$ cat src/rtl/id_fsm.sv
// id_fsm: recognises letter-run + digit-run token suffixes in a byte stream.
// Optional macro ID_UNDERSCORE_EN: when defined, '_' (0x5F) counts as a letter.
module id_fsm (
   input  logic       clk,
   input  logic       reset,
   input  logic [7:0] char,
   output logic       out
);

   typedef enum logic [1:0] {
      S_IDLE  = 2'b00,
      S_ALPHA = 2'b01,
      S_NUM   = 2'b10,
      S_BAD   = 2'b11
   } state_e;

   typedef enum logic [1:0] {
      C_OTHER  = 2'b00,
      C_LETTER = 2'b01,
      C_DIGIT  = 2'b10
   } class_e;

   state_e state_q;
   state_e state_d;
   class_e cls;

   logic is_upper;
   logic is_lower;
   logic is_digit;
   logic is_under;

   assign is_upper = (char >= 8'h41) && (char <= 8'h5A);
   assign is_lower = (char >= 8'h61) && (char <= 8'h7A);
   assign is_digit = (char >= 8'h30) && (char <= 8'h39);

`ifdef ID_UNDERSCORE_EN
   assign is_under = (char == 8'h5F);
`else
   assign is_under = 1'b0;
`endif

   // Classify the incoming character; the three classes are disjoint.
   always_comb begin
      cls = C_OTHER;
      unique case (1'b1)
         is_upper, is_lower, is_under: cls = C_LETTER;
         is_digit:                     cls = C_DIGIT;
         default:                      cls = C_OTHER;
      endcase
   end

   // State register; reset discards any token in progress.
   always_ff @(posedge clk or posedge reset) begin
      if (reset) begin
         state_q <= S_IDLE;
      end else begin
         state_q <= state_d;
      end
   end

   // Next state: letters (re)start a run, digits extend one, others clear.
   always_comb begin
      state_d = S_IDLE;
      unique case (state_q)
         S_IDLE: begin
            if (cls == C_LETTER) state_d = S_ALPHA;
            else                 state_d = S_IDLE;
         end
         S_ALPHA, S_NUM: begin
            if (cls == C_LETTER)     state_d = S_ALPHA;
            else if (cls == C_DIGIT) state_d = S_NUM;
            else                     state_d = S_IDLE;
         end
         default: state_d = S_IDLE;
      endcase
   end

   // Moore output, decoded from state only.
   always_comb begin
      out = 1'b0;
      if (state_q == S_NUM) out = 1'b1;
   end

endmodule

$ cat config.mk
export PLATFORM = sky130hd
export DESIGN_NAME = id_fsm
export DESIGN_NICKNAME = d
export VERILOG_FILES = /design/src/rtl/id_fsm.sv
export SDC_FILE = /design/constraint.sdc
export NUM_CORES = 1
export LEC_CHECK = 0
export CORE_AREA = 8 8 45 47
export DETAILED_ROUTE_END_ITERATION = 16
export DIE_AREA = 0 0 53 55
export PLACE_DENSITY_LB_ADDON = 0.08
export SYNTH_ARGS = -nofsm -noshare
export SYNTH_HDL_FRONTEND = slang
export SYNTH_SLANG_ARGS = --single-unit
$ cat constraint.sdc
create_clock -name clk -period 1 [get_ports clk]
set_input_delay 0.1 -clock clk [delete_from_list [all_inputs] [get_ports clk]]
set_output_delay 0.1 -clock clk [all_outputs]
set_load 0.1 [all_outputs]
==> flow_results.xml, run 1 <==
<?xml version="1.0" encoding="UTF-8"?>
<metrics>
  <group name="layout">
    <metric name="post_route_cells_drive_above_1_share" unit="%">27.78</metric>
    <metric name="syn_to_final_growth" unit="%">110.9</metric>
    <metric name="layout_common_cells" unit="">9 x sky130_fd_sc_hd__clkdlybuf4s50_1, 3 x sky130_fd_sc_hd__clkbuf_4</metric>
    <metric name="largest_register_ff_count" unit="">2</metric>
    <metric name="largestRegisters" unit="">state_q x2</metric>
    <metric name="fillerInstances" unit="">153</metric>
    <metric name="num-nets-final" unit="">51</metric>
    <metric name="largest-register" unit="">state_q</metric>
    <metric name="instances_no_fill" unit="">52</metric>
    <metric name="final_common_cell" unit="">sky130_fd_sc_hd__clkdlybuf4s50_1</metric>
    <metric name="antenna_cells_inserted" unit="">0</metric>
  </group>
  <group name="floorplan">
    <metric name="die_area" unit="um^2">2915</metric>
    <metric name="top_level_i_o_count" unit="">11</metric>
    <metric name="core_area" unit="um^2">1384</metric>
    <metric name="initial_core_util" unit="%">12.39</metric>
    <metric name="fp.dieW" unit="um">53</metric>
    <metric name="site_rows" unit="">14</metric>
    <metric name="die_y" unit="um">55</metric>
  </group>
  <group name="synth">
    <metric name="synthDominantCellAreaShare" unit="%">29.20</metric>
    <metric name="synth.top_cells.by_area" unit="">sky130_fd_sc_hd__dfrtp_1 29%, sky130_fd_sc_hd__ha_1 22%, sky130_fd_sc_hd__nor4_2 7.3%</metric>
    <metric name="post_synth_cell_types" unit="">13</metric>
    <metric name="postSynthNetCount" unit="">34</metric>
    <metric name="postSynthCellCount" unit="">21</metric>
    <metric name="syn-cell-area" unit="um^2">171.4</metric>
    <metric name="yosys.area.top_type" unit="">sky130_fd_sc_hd__dfrtp_1</metric>
    <metric name="synth.yosys.warnings" unit="">0</metric>
    <metric name="synth_seq_cells" unit="">2</metric>
    <metric name="postSynthAreaPerCell" unit="um^2">8.163</metric>
    <metric name="synth-seq-area-share" unit="%">29.20</metric>
  </group>
  <group name="setup_path">
    <metric name="slowest_stage" unit="">sky130_fd_sc_hd__dfrtp_1</metric>
    <metric name="setup_cp_type" unit="">reg -&gt; out</metric>
    <metric name="arrival" unit="ps">1070</metric>
    <metric name="crit_path_start_kind" unit="">register</metric>
    <metric name="crit_path_cell_trace" unit="">buf_6 -&gt; ha_4 -&gt; buf_12</metric>
    <metric name="worst-r2r-cell-count" unit="">4</metric>
    <metric name="timing.critical_path.to_type" unit="">output pin</metric>
    <metric name="cp_slowest_stage_delay" unit="ps">400</metric>
    <metric name="worst-endpoint-required" unit="ps">900</metric>
    <metric name="crit_path_max_fanout" unit="">3</metric>
  </group>
  <group name="power_and_ir_drop">
    <metric name="power.density_cell_area" unit="nW/um^2">960.2</metric>
    <metric name="switching_power" unit="mW">0.08184</metric>
    <metric name="sw_frac_of_total" unit="%">23.57</metric>
    <metric name="seq_power_share" unit="%">25.0</metric>
    <metric name="power.share.combinational" unit="%">21.9</metric>
    <metric name="intPower" unit="mW">0.2654</metric>
    <metric name="pwr-share-clk" unit="%">53.1</metric>
    <metric name="static-leakage-power" unit="nW">0.1456</metric>
    <metric name="vdd.ir_drop.worst" unit="mV">0.3166</metric>
  </group>
  <group name="sta">
    <metric name="timing_hold_violations_final" unit="">0</metric>
    <metric name="worst_slack_on_hold_paths" unit="ps">26.69</metric>
    <metric name="setup_viol_count_final" unit="">2</metric>
    <metric name="clk_skew" unit="ps">3.142</metric>
    <metric name="tightest_slew" unit="ps">200.6</metric>
    <metric name="slew_viol_final" unit="">0</metric>
    <metric name="final_critical_period" unit="ps">1167</metric>
    <metric name="timing.final.ws_setup" unit="ps">-167.2</metric>
    <metric name="relative_slew_slack" unit="%">86.51</metric>
    <metric name="rsz0062_at_grt" unit="">yes</metric>
    <metric name="timing.final.crit_share" unit="%">116.7</metric>
    <metric name="timing.fmax" unit="MHz">856.8</metric>
  </group>
  <group name="global_routing">
    <metric name="grt_overflow" unit="">0</metric>
    <metric name="vias_in_the_first_global_route" unit="">238</metric>
    <metric name="grt_pass1_wl" unit="um">910</metric>
    <metric name="grt_start_max_net_pins" unit="">4</metric>
    <metric name="global_route.usage.total" unit="%">5.027</metric>
    <metric name="initial_antenna_violation_count" unit="">0</metric>
  </group>
  <group name="routing">
    <metric name="avgRoutedWirePerCell" unit="um">9.538</metric>
    <metric name="drt_iter0_markers" unit="">5</metric>
    <metric name="post_drt_antenna_nets" unit="">0</metric>
    <metric name="via_per_inst" unit="">3.923</metric>
    <metric name="route.vias.total" unit="">204</metric>
    <metric name="drc_errors" unit="">0</metric>
    <metric name="route.final.wire_length" unit="um">496</metric>
    <metric name="initial_drt_pass_iterations" unit="">4</metric>
  </group>
  <group name="clocking">
    <metric name="clk_path_buf_depth" unit="">2</metric>
    <metric name="clk_pin_slew" unit="ps">30</metric>
    <metric name="cts.sink_count" unit="">2</metric>
    <metric name="numCtsBuffers" unit="">3</metric>
    <metric name="cts-root-buf" unit="">sky130_fd_sc_hd__clkbuf_4</metric>
    <metric name="worstSkewPairLatency" unit="ps">230</metric>
    <metric name="ctsHtreeMaxLevel" unit="">1</metric>
    <metric name="cts_tree" unit="">yes</metric>
    <metric name="holdBufCountCts" unit="">0</metric>
  </group>
  <group name="run">
    <metric name="max_cap_viol_count" unit="">0</metric>
  </group>
  <group name="hold_path">
    <metric name="worstHoldPathType" unit="">in -&gt; async</metric>
  </group>
  <group name="placed_design">
    <metric name="gpl.final_weighted_congestion" unit="">0.7249</metric>
    <metric name="dp_hpwl" unit="um">403.1</metric>
    <metric name="place.port_buffers" unit="">10</metric>
    <metric name="numPlacedInstances" unit="">49</metric>
  </group>
  <group name="run_status">
    <metric name="violations" unit="">setup timing</metric>
    <metric name="status" unit="">complete, but fails checks</metric>
  </group>
</metrics>
-- cell usage after synthesis --
cell and instances:
sky130_fd_sc_hd__inv_1 3, sky130_fd_sc_hd__a21oi_1 1, sky130_fd_sc_hd__nand3_1 2, sky130_fd_sc_hd__o211ai_1 1
sky130_fd_sc_hd__nor3_1 1, sky130_fd_sc_hd__nor4_2 1, sky130_fd_sc_hd__nor2_1 3, sky130_fd_sc_hd__or3_1 1
sky130_fd_sc_hd__ha_1 3, sky130_fd_sc_hd__o21ai_0 1, sky130_fd_sc_hd__nor2b_1 1, sky130_fd_sc_hd__nand2_1 1
sky130_fd_sc_hd__dfrtp_1 2
-- worst max-delay path, delay by kind of cell (launching register included) --
family | cells | cell delay [ps]
buffers and inverters | 2 | 280
adder cells (fa/ha/maj) | 1 | 150
flip-flops | 1 | 400
-- cell families after synthesis --
family,synth area share (%)
flops,29.20
fa+ha+maj,21.90
buf+inv,6.569
simple gates,32.12
compound gates,10.22
-- final cells by class --
cell class / count / area, um^2 / share of cell area [%]
Tap cell: 16 / 20.02 / 5.536
Sequential cell: 2 / 50.05 / 13.84
Clock buffer: 3 / 22.52 / 6.228
Multi-Input combinational cell: 16 / 125.1 / 34.60
Timing Repair Buffer: 12 / 132.6 / 36.68
Inverter: 3 / 11.26 / 3.114
-- power groups by stage --
stage	registers [mW]	clock network [mW]	logic [mW]
detailed placement	0.0871	0	0.0713
global route	0.0869	0.205	0.0837
finish	0.0867	0.184	0.0761
CTS	0.0867	0.199	0.0764
floorplan	0.0865	0	0.0224
global placement	0.0873	0	0.0718
-- path summary, 6_finish.rpt --
kind,slack (ps),from,to
setup reg to reg,-80,state_q[1]$_DFF_PP0_,state_q[0]$_DFF_PP0_
hold reg to reg,700,state_q[0]$_DFF_PP0_,state_q[1]$_DFF_PP0_
max in group asynchronous,860,reset,state_q[0]$_DFF_PP0_
min in group clk,490,char[4],state_q[1]$_DFF_PP0_
setup / recovery,-170,state_q[1]$_DFF_PP0_,out
hold / removal,30,reset,state_q[1]$_DFF_PP0_
-- routing by layer --
layer | up-vias | global-route usage, % | share of wire (%)
li1 | 103 | - | -
met1 | 87 | 4.407 | 49
met2 | 12 | 5.078 | 36
met3 | 2 | 4.278 | 9.9
met4 | 0 | 9.052 | 4.4
met5 | - | 0 | 0
-- per-stage QoR --
step | TNS (ps) | setup WS, ps | cell area, um^2 | power, mW | utilization, %
detailed placement | -264.0 | -256.8 | 319.1 | 0.1584 | 23.06
CTS | -268.5 | -183.5 | 361.6 | 0.3619 | 26.13
global placement | -275.3 | -240.8 | 319.1 | 0.1590 | 23.06
global route | -364.9 | -203.9 | 361.6 | 0.3752 | 26.13
finish | -243.4 | -167.2 | 361.6 | 0.3472 | 26.13
floorplan | -69.69 | -37.98 | 173.9 | 0.1089 | -
-- timing repair --
item / CTS / global route
cloned: 0 / 0
buffers inserted: 0 / 0
endpoints found under the hold margin: 0 / 0
gates resized for setup: 5 / 0
pin swaps: 3 / 0
endpoints found under the setup margin: 2 / 2
Power figures use the tool's default switching activity.
==> run 2: changes to the inputs <==
==> constraint.sdc (replaced) <==
create_clock -name clk -period 1 [get_ports clk]
set_input_delay 0.15 -clock clk [delete_from_list [all_inputs] [get_ports clk]]
set_output_delay 0.15 -clock clk [all_outputs]
set_load 0.1 [all_outputs]
==> run 2 against run 1 <==
Net effect:
- the run still ends with setup timing left
- setup slack worse by 50 ps
- worst hold slack better by 39 ps
- clock skew increased by 4.7 ps
- critical endpoint unchanged
- final area is 12% higher
- power rose by 7.1%
- first-iteration DRC count rose by 20%
- critical path depth unchanged
- final cell count is 7.7% higher
- sequential power is essentially flat
- clock-buffer cell count did not move
- via count is 4.9% higher
- fmax shrank 4.1%
==> flow_results.xml, run 2 (synthesized netlist as in run 1, its figures left out) <==
<?xml version="1.0" encoding="UTF-8"?>
<metrics>
  <group name="run_status">
    <metric name="status" unit="">complete, but fails checks</metric>
    <metric name="violations" unit="">setup timing</metric>
  </group>
  <group name="sta">
    <metric name="clk_skew" unit="ps">7.875</metric>
    <metric name="worst_slack_on_hold_paths" unit="ps">65.47</metric>
    <metric name="setup_viol_count_final" unit="">3</metric>
    <metric name="slew_viol_final" unit="">0</metric>
    <metric name="rsz0062_at_grt" unit="">yes</metric>
    <metric name="timing_hold_violations_final" unit="">0</metric>
    <metric name="final_critical_period" unit="ps">1217</metric>
    <metric name="relative_slew_slack" unit="%">86.92</metric>
    <metric name="tightest_slew" unit="ps">194.6</metric>
    <metric name="timing.final.crit_share" unit="%">121.7</metric>
    <metric name="timing.final.ws_setup" unit="ps">-217.0</metric>
    <metric name="timing.fmax" unit="MHz">821.7</metric>
  </group>
  <group name="run">
    <metric name="max_cap_viol_count" unit="">0</metric>
  </group>
  <group name="global_routing">
    <metric name="vias_in_the_first_global_route" unit="">229</metric>
    <metric name="grt_overflow" unit="">0</metric>
    <metric name="grt_pass1_wl" unit="um">966</metric>
    <metric name="grt_start_max_net_pins" unit="">4</metric>
    <metric name="global_route.usage.total" unit="%">5.191</metric>
    <metric name="initial_antenna_violation_count" unit="">0</metric>
  </group>
  <group name="floorplan">
    <metric name="initial_core_util" unit="%">12.39</metric>
    <metric name="die_y" unit="um">55</metric>
    <metric name="core_area" unit="um^2">1384</metric>
    <metric name="die_area" unit="um^2">2915</metric>
    <metric name="top_level_i_o_count" unit="">11</metric>
    <metric name="fp.dieW" unit="um">53</metric>
    <metric name="site_rows" unit="">14</metric>
  </group>
  <group name="layout">
    <metric name="antenna_cells_inserted" unit="">0</metric>
    <metric name="layout_common_cells" unit="">9 x sky130_fd_sc_hd__clkdlybuf4s50_1, 4 x sky130_fd_sc_hd__buf_4, 3 x sky130_fd_sc_hd__clkbuf_4</metric>
    <metric name="num-nets-final" unit="">55</metric>
    <metric name="largest_register_ff_count" unit="">2</metric>
    <metric name="largest-register" unit="">state_q</metric>
    <metric name="stdcell_area" unit="um^2">404.1</metric>
    <metric name="largestRegisters" unit="">state_q x2</metric>
    <metric name="final_common_cell" unit="">sky130_fd_sc_hd__clkdlybuf4s50_1</metric>
    <metric name="syn_to_final_growth" unit="%">135.8</metric>
    <metric name="post_route_cells_drive_above_1_share" unit="%">37.50</metric>
  </group>
  <group name="power_and_ir_drop">
    <metric name="switching_power" unit="mW">0.09152</metric>
    <metric name="vdd.ir_drop.worst" unit="mV">0.3424</metric>
    <metric name="intPower" unit="mW">0.2801</metric>
    <metric name="post_route_total_power" unit="mW">0.3717</metric>
    <metric name="power.density_cell_area" unit="nW/um^2">919.7</metric>
    <metric name="pwr-share-clk" unit="%">50.9</metric>
    <metric name="static-leakage-power" unit="nW">0.1666</metric>
    <metric name="seq_power_share" unit="%">23.3</metric>
    <metric name="sw_frac_of_total" unit="%">24.62</metric>
    <metric name="power.share.combinational" unit="%">25.8</metric>
  </group>
  <group name="placed_design">
    <metric name="dpl-instance-area" unit="um^2">344.1</metric>
    <metric name="dp_hpwl" unit="um">417.8</metric>
    <metric name="gpl.final_weighted_congestion" unit="">0.6189</metric>
    <metric name="place.port_buffers" unit="">10</metric>
  </group>
  <group name="routing">
    <metric name="via_per_inst" unit="">3.821</metric>
    <metric name="initial_drt_pass_iterations" unit="">4</metric>
    <metric name="post_drt_antenna_nets" unit="">0</metric>
    <metric name="avgRoutedWirePerCell" unit="um">10.02</metric>
    <metric name="route.final.wire_length" unit="um">561</metric>
    <metric name="drc_errors" unit="">0</metric>
    <metric name="route.vias.total" unit="">214</metric>
    <metric name="drt_iter0_markers" unit="">6</metric>
  </group>
  <group name="setup_path">
    <metric name="cp.buffers_inverters" unit="">2</metric>
    <metric name="crit_path_cell_trace" unit="">buf_6 -&gt; ha_4 -&gt; buf_12</metric>
    <metric name="timing.critical_path.to_type" unit="">output pin</metric>
    <metric name="crit_path_max_fanout" unit="">3</metric>
    <metric name="slowest_stage" unit="">sky130_fd_sc_hd__dfrtp_1</metric>
    <metric name="crit_path_start_kind" unit="">register</metric>
    <metric name="cell_family_with_most_cp_delay" unit="">flip-flops</metric>
    <metric name="arrival" unit="ps">1070</metric>
    <metric name="setup_cp_type" unit="">reg -&gt; out</metric>
    <metric name="cp_slowest_stage_delay" unit="ps">400</metric>
    <metric name="worst-endpoint-required" unit="ps">850</metric>
  </group>
  <group name="clocking">
    <metric name="holdBufCountCts" unit="">0</metric>
    <metric name="worstSkewPairLatency" unit="ps">230</metric>
    <metric name="ctsHtreeMaxLevel" unit="">1</metric>
    <metric name="clk_path_buf_depth" unit="">2</metric>
    <metric name="cts-root-buf" unit="">sky130_fd_sc_hd__clkbuf_4</metric>
    <metric name="cts.sink_count" unit="">2</metric>
    <metric name="clk_pin_slew" unit="ps">30</metric>
    <metric name="numCtsBuffers" unit="">3</metric>
    <metric name="cts_tree" unit="">yes</metric>
  </group>
  <group name="hold_path">
    <metric name="worstHoldPathType" unit="">in -&gt; async</metric>
  </group>
</metrics>
-- run 2: cell count changes in the layout (fill, tap and decap cells not counted), sizes merged --
cell,delta
buf,+4
-- run 2: through the flow --
| stage | utilization, % | setup TNS, ps | worst slack (ps) | std cells |
|---|---|---|---|---|
| 2_1_floorplan | - | -44.67 | -44.67 | 21 |
| 3_3_place_gp | 24.86 | -406.5 | -292.7 | 51 |
| 3_5_place_dp | 24.86 | -442.6 | -324.6 | 51 |
| 4_1_cts | 28.66 | -425.3 | -228.7 | 55 |
| 5_1_grt | 29.20 | -656.4 | -251.7 | 56 |
| 6_report | 29.20 | -488.0 | -217.0 | 56 |
-- run 2: power by group through the flow --
stage,clock network (mW),registers (mW),logic (mW)
final,0.189,0.0865,0.0959
after detailed placement,0,0.0874,0.0794
after CTS,0.195,0.0865,0.0902
after floorplan,0,0.0871,0.0243
after global routing,0.206,0.0868,0.104
after global placement,0,0.0876,0.0791
-- run 2: what timing repair did --
action / 4_1_cts / 5_1_grt
resized for setup: 4 / 0
setup buffers: 1 / 1
pin swaps: 3 / 4
endpoints found under the setup margin: 3 / 3
-- run 2: layer usage --
metal | GRT usage [%] | vias to the layer above | part of all wire [%]
met5 | 0 | - | 0
met1 | 4.407 | 91 | 42
met4 | 7.759 | 0 | 3.4
met3 | 4.011 | 2 | 12
met2 | 6.445 | 11 | 42
li1 | - | 110 | -
-- run 2: final timing paths --
| path | from | to | slack [ps] | depth (start not counted) |
|---|---|---|---|---|
| max | state_q[1]$_DFF_PP0_ | out | -220 | 3 |
| min in group clk | char[4] | state_q[1]$_DFF_PP0_ | 530 | 3 |
| max in group asynchronous | reset | state_q[1]$_DFF_PP0_ | 820 | 2 |
| min | reset | state_q[0]$_DFF_PP0_ | 70 | 2 |
| max reg2reg | state_q[0]$_DFF_PP0_ | state_q[0]$_DFF_PP0_ | -190 | 5 |
| min reg2reg | state_q[0]$_DFF_PP0_ | state_q[0]$_DFF_PP0_ | 770 | 4 |
-- run 2: final cells by class --
class	count	area, um^2
sequential	2	50.05
tap	16	20.02
multi-input combinational	16	137.6
inverter	3	11.26
clock buffer	3	22.52
timing repair buffer	16	162.7
fill	158	979.7
-- run 2: worst register-to-register path, delay by kind of cell, from the launching register on --
family                     cells  cell delay (ps)
and+or+nand+nor                1              220
DFF                            1              350
buffers and inverters          2              180
AOI/OAI and AO/OA              1               80
adders and majority gates      1              260
==> run 3: changes to the inputs <==
Settings changed: SLEW_MARGIN set to 40.
==> results of run 3 <==
The final DEF is identical to that of run 2; final timing and power are the same.
